--- src/rtl/iir_coeff_bank_loader.sv ---
`default_nettype none
// ============================================================================
// Module   : iir_coeff_bank_loader
// Brief    : Shadow/active coefficient bank for the 4th-order IIR filter.
//            A commit swaps the shadow bank into the active bank on one edge.
//            Optional readback port enabled by `define IIR_COEFF_READBACK_EN.
// Revision : 1.0 - initial release
// ============================================================================
module iir_coeff_bank_loader #(
  parameter int                  W             = 18,
  parameter logic signed [W-1:0] DEFAULT_B1    = 18'sh10000,
  parameter logic [2:0]          DEFAULT_SCALE = 3'd0,
  parameter bit                  REQUIRE_FULL  = 1'b0
) (
  input  logic                lr_clk,
  input  logic                reset,
  input  logic                wr_valid_i,
  output logic                wr_ready_o,
  input  logic [3:0]          wr_addr_i,
  input  logic signed [W-1:0] wr_data_i,
  input  logic                commit_i,
  output logic                swap_done_o,
  output logic                commit_err_o,
  output logic                addr_err_o,
  output logic [7:0]          swap_count_o,
  output logic signed [W-1:0] b1_o,
  output logic signed [W-1:0] b2_o,
  output logic signed [W-1:0] b3_o,
  output logic signed [W-1:0] b4_o,
  output logic signed [W-1:0] b5_o,
  output logic signed [W-1:0] a2_o,
  output logic signed [W-1:0] a3_o,
  output logic signed [W-1:0] a4_o,
  output logic signed [W-1:0] a5_o,
  output logic [2:0]          scale_o
`ifdef IIR_COEFF_READBACK_EN
  ,
  input  logic [3:0]          rd_addr_i,
  output logic signed [W-1:0] rd_data_o
`endif
);

  localparam logic [1:0] c_ST_IDLE = 2'd0;
  localparam logic [1:0] c_ST_LOAD = 2'd1;
  localparam logic [1:0] c_ST_SWAP = 2'd2;

  localparam logic [3:0] c_SCALE_ADDR = 4'd9;
  localparam logic [9:0] c_ALL_DIRTY  = 10'h3FF;

  // Slot 0 (b1) resets to DEFAULT_B1, slots 1..8 to zero.
  localparam logic [8:0][W-1:0] c_BANK_RST = {{(8*W){1'b0}}, DEFAULT_B1};

  logic [1:0]          state_q, state_d;
  logic [8:0][W-1:0]   shadow_q, shadow_d;
  logic [8:0][W-1:0]   active_q, active_d;
  logic [2:0]          shadow_scale_q, shadow_scale_d;
  logic [2:0]          active_scale_q, active_scale_d;
  logic [9:0]          dirty_q, dirty_d;
  logic [7:0]          swap_count_q, swap_count_d;
  logic                swap_done_q, swap_done_d;
  logic                commit_err_q, commit_err_d;
  logic                addr_err_q, addr_err_d;

  logic                w_wr_fire;
  logic                w_addr_ok;
  logic                w_commit_ok;

  assign wr_ready_o = !reset && (state_q != c_ST_SWAP);
  assign w_wr_fire  = wr_valid_i && wr_ready_o;
  assign w_addr_ok  = (wr_addr_i <= c_SCALE_ADDR);

  always_comb begin
    shadow_d       = shadow_q;
    shadow_scale_d = shadow_scale_q;
    dirty_d        = dirty_q;
    addr_err_d     = addr_err_q;
    active_d       = active_q;
    active_scale_d = active_scale_q;
    swap_count_d   = swap_count_q;
    state_d        = state_q;
    w_commit_ok    = 1'b0;

    if (w_wr_fire) begin
      if (!w_addr_ok) begin
        addr_err_d = 1'b1;
      end else begin
        dirty_d[wr_addr_i] = 1'b1;
        if (wr_addr_i == c_SCALE_ADDR) begin
          shadow_scale_d = wr_data_i[2:0];
        end else begin
          shadow_d[wr_addr_i] = wr_data_i;
        end
      end
    end

    // A write on the commit edge is already folded into shadow_d/dirty_d here,
    // so it both lands in the active bank and counts toward a full bank.
    w_commit_ok = commit_i && (state_q == c_ST_LOAD) &&
                  (!REQUIRE_FULL || (dirty_d == c_ALL_DIRTY));

    case (state_q)
      c_ST_IDLE: begin
        if (dirty_d != 10'd0) begin
          state_d = c_ST_LOAD;
        end
      end
      c_ST_LOAD: begin
        if (w_commit_ok) begin
          state_d        = c_ST_SWAP;
          active_d       = shadow_d;
          active_scale_d = shadow_scale_d;
          dirty_d        = 10'd0;
          swap_count_d   = swap_count_q + 8'd1;
        end
      end
      c_ST_SWAP: begin
        state_d = c_ST_IDLE;
      end
      default: begin
        state_d = c_ST_IDLE;
      end
    endcase

    swap_done_d  = w_commit_ok;
    commit_err_d = commit_i && !w_commit_ok;
  end

  always_ff @(posedge lr_clk) begin
    if (reset) begin
      state_q        <= c_ST_IDLE;
      shadow_q       <= c_BANK_RST;
      active_q       <= c_BANK_RST;
      shadow_scale_q <= DEFAULT_SCALE;
      active_scale_q <= DEFAULT_SCALE;
      dirty_q        <= 10'd0;
      swap_count_q   <= 8'd0;
      swap_done_q    <= 1'b0;
      commit_err_q   <= 1'b0;
      addr_err_q     <= 1'b0;
    end else begin
      state_q        <= state_d;
      shadow_q       <= shadow_d;
      active_q       <= active_d;
      shadow_scale_q <= shadow_scale_d;
      active_scale_q <= active_scale_d;
      dirty_q        <= dirty_d;
      swap_count_q   <= swap_count_d;
      swap_done_q    <= swap_done_d;
      commit_err_q   <= commit_err_d;
      addr_err_q     <= addr_err_d;
    end
  end

  assign swap_done_o  = swap_done_q;
  assign commit_err_o = commit_err_q;
  assign addr_err_o   = addr_err_q;
  assign swap_count_o = swap_count_q;

  assign b1_o    = active_q[0];
  assign b2_o    = active_q[1];
  assign b3_o    = active_q[2];
  assign b4_o    = active_q[3];
  assign b5_o    = active_q[4];
  assign a2_o    = active_q[5];
  assign a3_o    = active_q[6];
  assign a4_o    = active_q[7];
  assign a5_o    = active_q[8];
  assign scale_o = active_scale_q;

`ifdef IIR_COEFF_READBACK_EN
  logic [W-1:0] rd_data_q;
  logic [W-1:0] w_rd_data;

  always_comb begin
    w_rd_data = '0;
    if (rd_addr_i < c_SCALE_ADDR) begin
      w_rd_data = active_q[rd_addr_i];
    end else if (rd_addr_i == c_SCALE_ADDR) begin
      w_rd_data = {{(W-3){1'b0}}, active_scale_q};
    end
  end

  always_ff @(posedge lr_clk) begin
    if (reset) begin
      rd_data_q <= '0;
    end else begin
      rd_data_q <= w_rd_data;
    end
  end

  assign rd_data_o = rd_data_q;
`endif

endmodule
`default_nettype wire
--- config.mk ---
export PLATFORM = sky130hd
export DESIGN_NAME = iir_coeff_bank_loader
export DESIGN_NICKNAME = d
export VERILOG_FILES = /design/src/rtl/iir_coeff_bank_loader.sv
export SDC_FILE = /design/constraint.sdc
export NUM_CORES = 1
export LEC_CHECK = 0
export CORE_ASPECT_RATIO = 0.8
export CORE_MARGIN = 2
export CORE_UTILIZATION = 49
export CTS_CLUSTER_SIZE = 24
export DETAILED_ROUTE_END_ITERATION = 10
export PLACE_DENSITY = 0.73
export REMOVE_ABC_BUFFERS = 1
export SYNTH_ARGS = -nofsm -noshare
export SYNTH_HDL_FRONTEND = slang
export SYNTH_SLANG_ARGS = --single-unit
export TNS_END_PERCENT = 30
--- constraint.sdc ---
create_clock -name lr_clk -period 1.55 [get_ports lr_clk]
set_input_delay 0.2325 -clock lr_clk [delete_from_list [all_inputs] [get_ports lr_clk]]
set_output_delay 0.2325 -clock lr_clk [all_outputs]
set_load 0.03 [all_outputs]
==> metrics.md <==
| Metric | Value |
|---|---|
| Initial antenna violation count | 2 |
| Crit-path max FO | 8 |
| Post-layout util | around two thirds |
| Area of the core | between 20000 and 30000 um^2 |
| H-tree depth | 2 |
| WL final | approximately 45000 um |
| Max-slew headroom | approximately two fifths |
| Peak supply drop | 836.1 uV |
| Fin crit period | 1634 ps |
| Filler instances | around 2.2k |
| Failing checks | setup timing |
| Final nets | 1688 |
| CTS Buffer Depth | 3 |
| Synth warn | 0 |
| Initial core utilization | 50.00% |
| IO Pins | slightly above 200 |
| Total GRT Usage | 28.43% |
| Vias post-DR | between 10k and 15k |
| Critical path class | register to primary output |
| CTS clk-pin slew, worst paths | around 60 ps |
| Pre-CTS setup slack | -647.4 ps |
| Hold Startpoint | reset |
| Final hold slack | around 230 ps |
| Yosys reg bits | about 350 |
| Vias in the first global route | roughly 13k |
| Die Span X | between 150 and 200 um |
| Worst R2R Start | state_q[1] |
| DR pass1 iterations | 5 |
| Worst Max-Slew Pin Slew | roughly 900 ps |
| Largest net degree at the start of global routing | 110 |
| Clock Sink Count | 353 |
| Mapped Avg Cell Area | about 9.6 um^2 |
| Clock Root Buffer | clkbuf_16 |
| Post-Place Cells | between 1.5k and 2k |
| Max-cap viol count | 0 |
| Die ar. | about 30000 um^2 |
| Final worst-path cycle share | 105.4% |
| Layout cells sized above 1 | between 20% and 30% |
| Post-layout worst setup margin | -83.86 ps |
| WP data arrival | 1400 ps |
| Hold Violations, Final | 0 |
| Initial DRC count | about 1.3k |
| Max Fclk | 612.0 MHz |
| Area grow syn2layout | 35.53% |
| # rows | 55 |
| Drt wl/cell | about 22 um |
| Post-synthesis cell type count | 46 |
| Non-filler cells in the finished layout | 2052 |
| # setup viols final | between 50 and 60 |
| Worst path cell trace | nor2b_4, buf_12, nor2_4, buf_6 |
| Synth async-reset ratio | 0% |
| ANT cells | 0 |
| CTS Buf Count | 37 |
| Status | complete, but fails checks |
| CP Launch Type | register |
| Post-DP Area | approximately 18000 um^2 |
| Lkg Pwr | approximately 6.7 nW |
| Mapped Area | about 14000 um^2 |
| Port bufs | 202 |
| Via density | around 6.5 |
| Sequential Area | around 7000 um^2 |
| DR DRC count | 0 |
| Total power per unit cell area | 1139 nW/um^2 |
| CP Capture Type | primary output |
| Hold WC Path Type | primary input to register |
| Tot Pwr | 21.88 mW |
| Final slew viol count | 0 |
| Top FF cell, synth | dfxtp_1 |
| Worst-skew pair later-pin latency | roughly 510 ps |
| Fin area | between 15000 and 20000 um^2 |
| Critical Path RT | ~1300 ps |
| Crit-path slowest cell | dfxtp_4 |
| CTS tree | built |
| First-pass GRT wire length | approximately 70000 um |
| Antenna Violating Nets Remaining | 0 |
| Worst Skew | between 10 and 15 ps |
| Synth Instances | 1480 |
| Final setup TNS | -1269 ps |
| EDFF count, synth | 0 |
| Area of the multi-input gates | 6539 um^2 |
| Hpwl dp | between 20000 and 30000 um |
| Register area share after synthesis | 49.85% |
| Origin of the worst setup path | state_q[1] |
| Routability cong. | approximately 0.82 |
| Die H | approximately 160 um |
| RSZ-0062 raised after global routing | yes |
| Crit-path max cell delay | between 300 and 400 ps |
| Grt ovf | 0 |
[routing by layer]
metal | track usage, % | share of wire [%] | wire length (um)
met4 | 8.874 | 2.6 | 1173
met2 | 45.38 | 46 | 20860
met5 | 0 | 0.046 | 21
met1 | 39.48 | 43 | 19470
met3 | 4.821 | 8.3 | 3736
[flip-flops by register name, summed over array words and instances, names as in the netlist]
name / flops
commit_err_o: 1
a2_o: 18
shadow_scale_q: 3
b3_o: 18
swap_count_o: 8
b4_o: 18
shadow_q: 162
scale_o: 3
b1_o: 18
a5_o: 18
a3_o: 18
a4_o: 18
addr_err_o: 1
state_q: 2
b2_o: 18
dirty_q: 10
swap_done_o: 1
b5_o: 18
[worst paths after layout]
| kind | cells after the start | end | slack, ps |
|---|---|---|---|
| setup reg to reg | 6 | a4_o[13] | -80 |
| hold reg to reg | 2 | shadow_q[87] | 470 |
| hold / removal | 3 | addr_err_o | 230 |
| setup / recovery | 4 | wr_ready_o | -80 |
[cells in the mapped netlist (all sizes together) (6+ instances only)]
| cell | count | area share [%] |
|---|---|---|
| dfxtp | 353 | 50 |
| nor2 | 175 | 4.6 |
| a21oi | 168 | 5.9 |
| nand4 | 167 | 7.5 |
| o31ai | 167 | 10 |
| a311oi | 164 | 11 |
| clkbuf | 111 | 2.9 |
| buf | 97 | 3.6 |
| nor3 | 12 | 0.42 |
| a31oi | 10 | 0.44 |
| nor2b | 6 | 0.26 |
[final cells by class]
| cell class | count | share of cell area (%) |
|---|---|---|
| multi-input combinational | 918 | 34.03 |
| clock inverter | 8 | 0.5014 |
| timing repair buffer | 350 | 20.63 |
| sequential | 353 | 36.83 |
| tap | 370 | 2.409 |
| clock buffer | 52 | 5.581 |
| inverter | 1 | 0.01954 |
[power by group]
group / internal, mW / switching (mW) / leakage (nW) / total, mW
sequential: 9.46 / 0.275 / 2.86 / 9.74
combinational: 1.29 / 2.20 / 3.26 / 3.50
clock: 5.12 / 3.52 / 0.576 / 8.64
total: 15.9 / 5.99 / 6.70 / 21.9
[cells in the final DEF (no fill, tap or decap), drive strengths merged, types with 3 or more instances in the layout]
| cell type | count |
|---|---|
| or4 | 3 |
| and4bb | 3 |
| nor4b | 3 |
| clkdlybuf4s50 | 20 |
| a31oi | 10 |
| a21oi | 168 |
| nand2 | 3 |
| nor3 | 12 |
| dlygate4sd2 | 121 |
| nand3 | 3 |
| dfxtp | 353 |
| nor2 | 175 |
| nand4 | 167 |
| clkinv | 5 |
| nand4bb | 3 |
| clkdlybuf4s15 | 44 |
| nor4 | 3 |
| o31ai | 167 |
| a311oi | 164 |
| nor2b | 6 |
| clkbuf | 69 |
| or4b | 3 |
| buf | 146 |
| nand2b | 3 |
[critical path: cells and delay by family, from the launching register on]
kind                   cells  cell delay, ps
buffers and inverters      2             280
and+or+nand+nor            2             240
DFF                        1             370
[logic make-up after synthesis]
logic type / after synthesis / synth area share [%]
xor gates and xnor gates: 2 / 0.1236
and+or+nand+nor: 397 / 15.30
adders and majority gates: 1 / 0.08825
DFF: 353 / 49.85
AOI/OAI and AO/OA: 516 / 27.90
muxes: 2 / 0.1589
buffers and inverters: 209 / 6.575
[what timing repair did]
item	CTS	global route
endpoints found under the setup margin	402	223
hold endpoints to repair	2	0
pin swaps	2	14
resized for setup	238	99
cloned	1	2
buffers inserted	2	6
hold buffers	1	0
No activity file was read; power rests on OpenSTA's default activity.
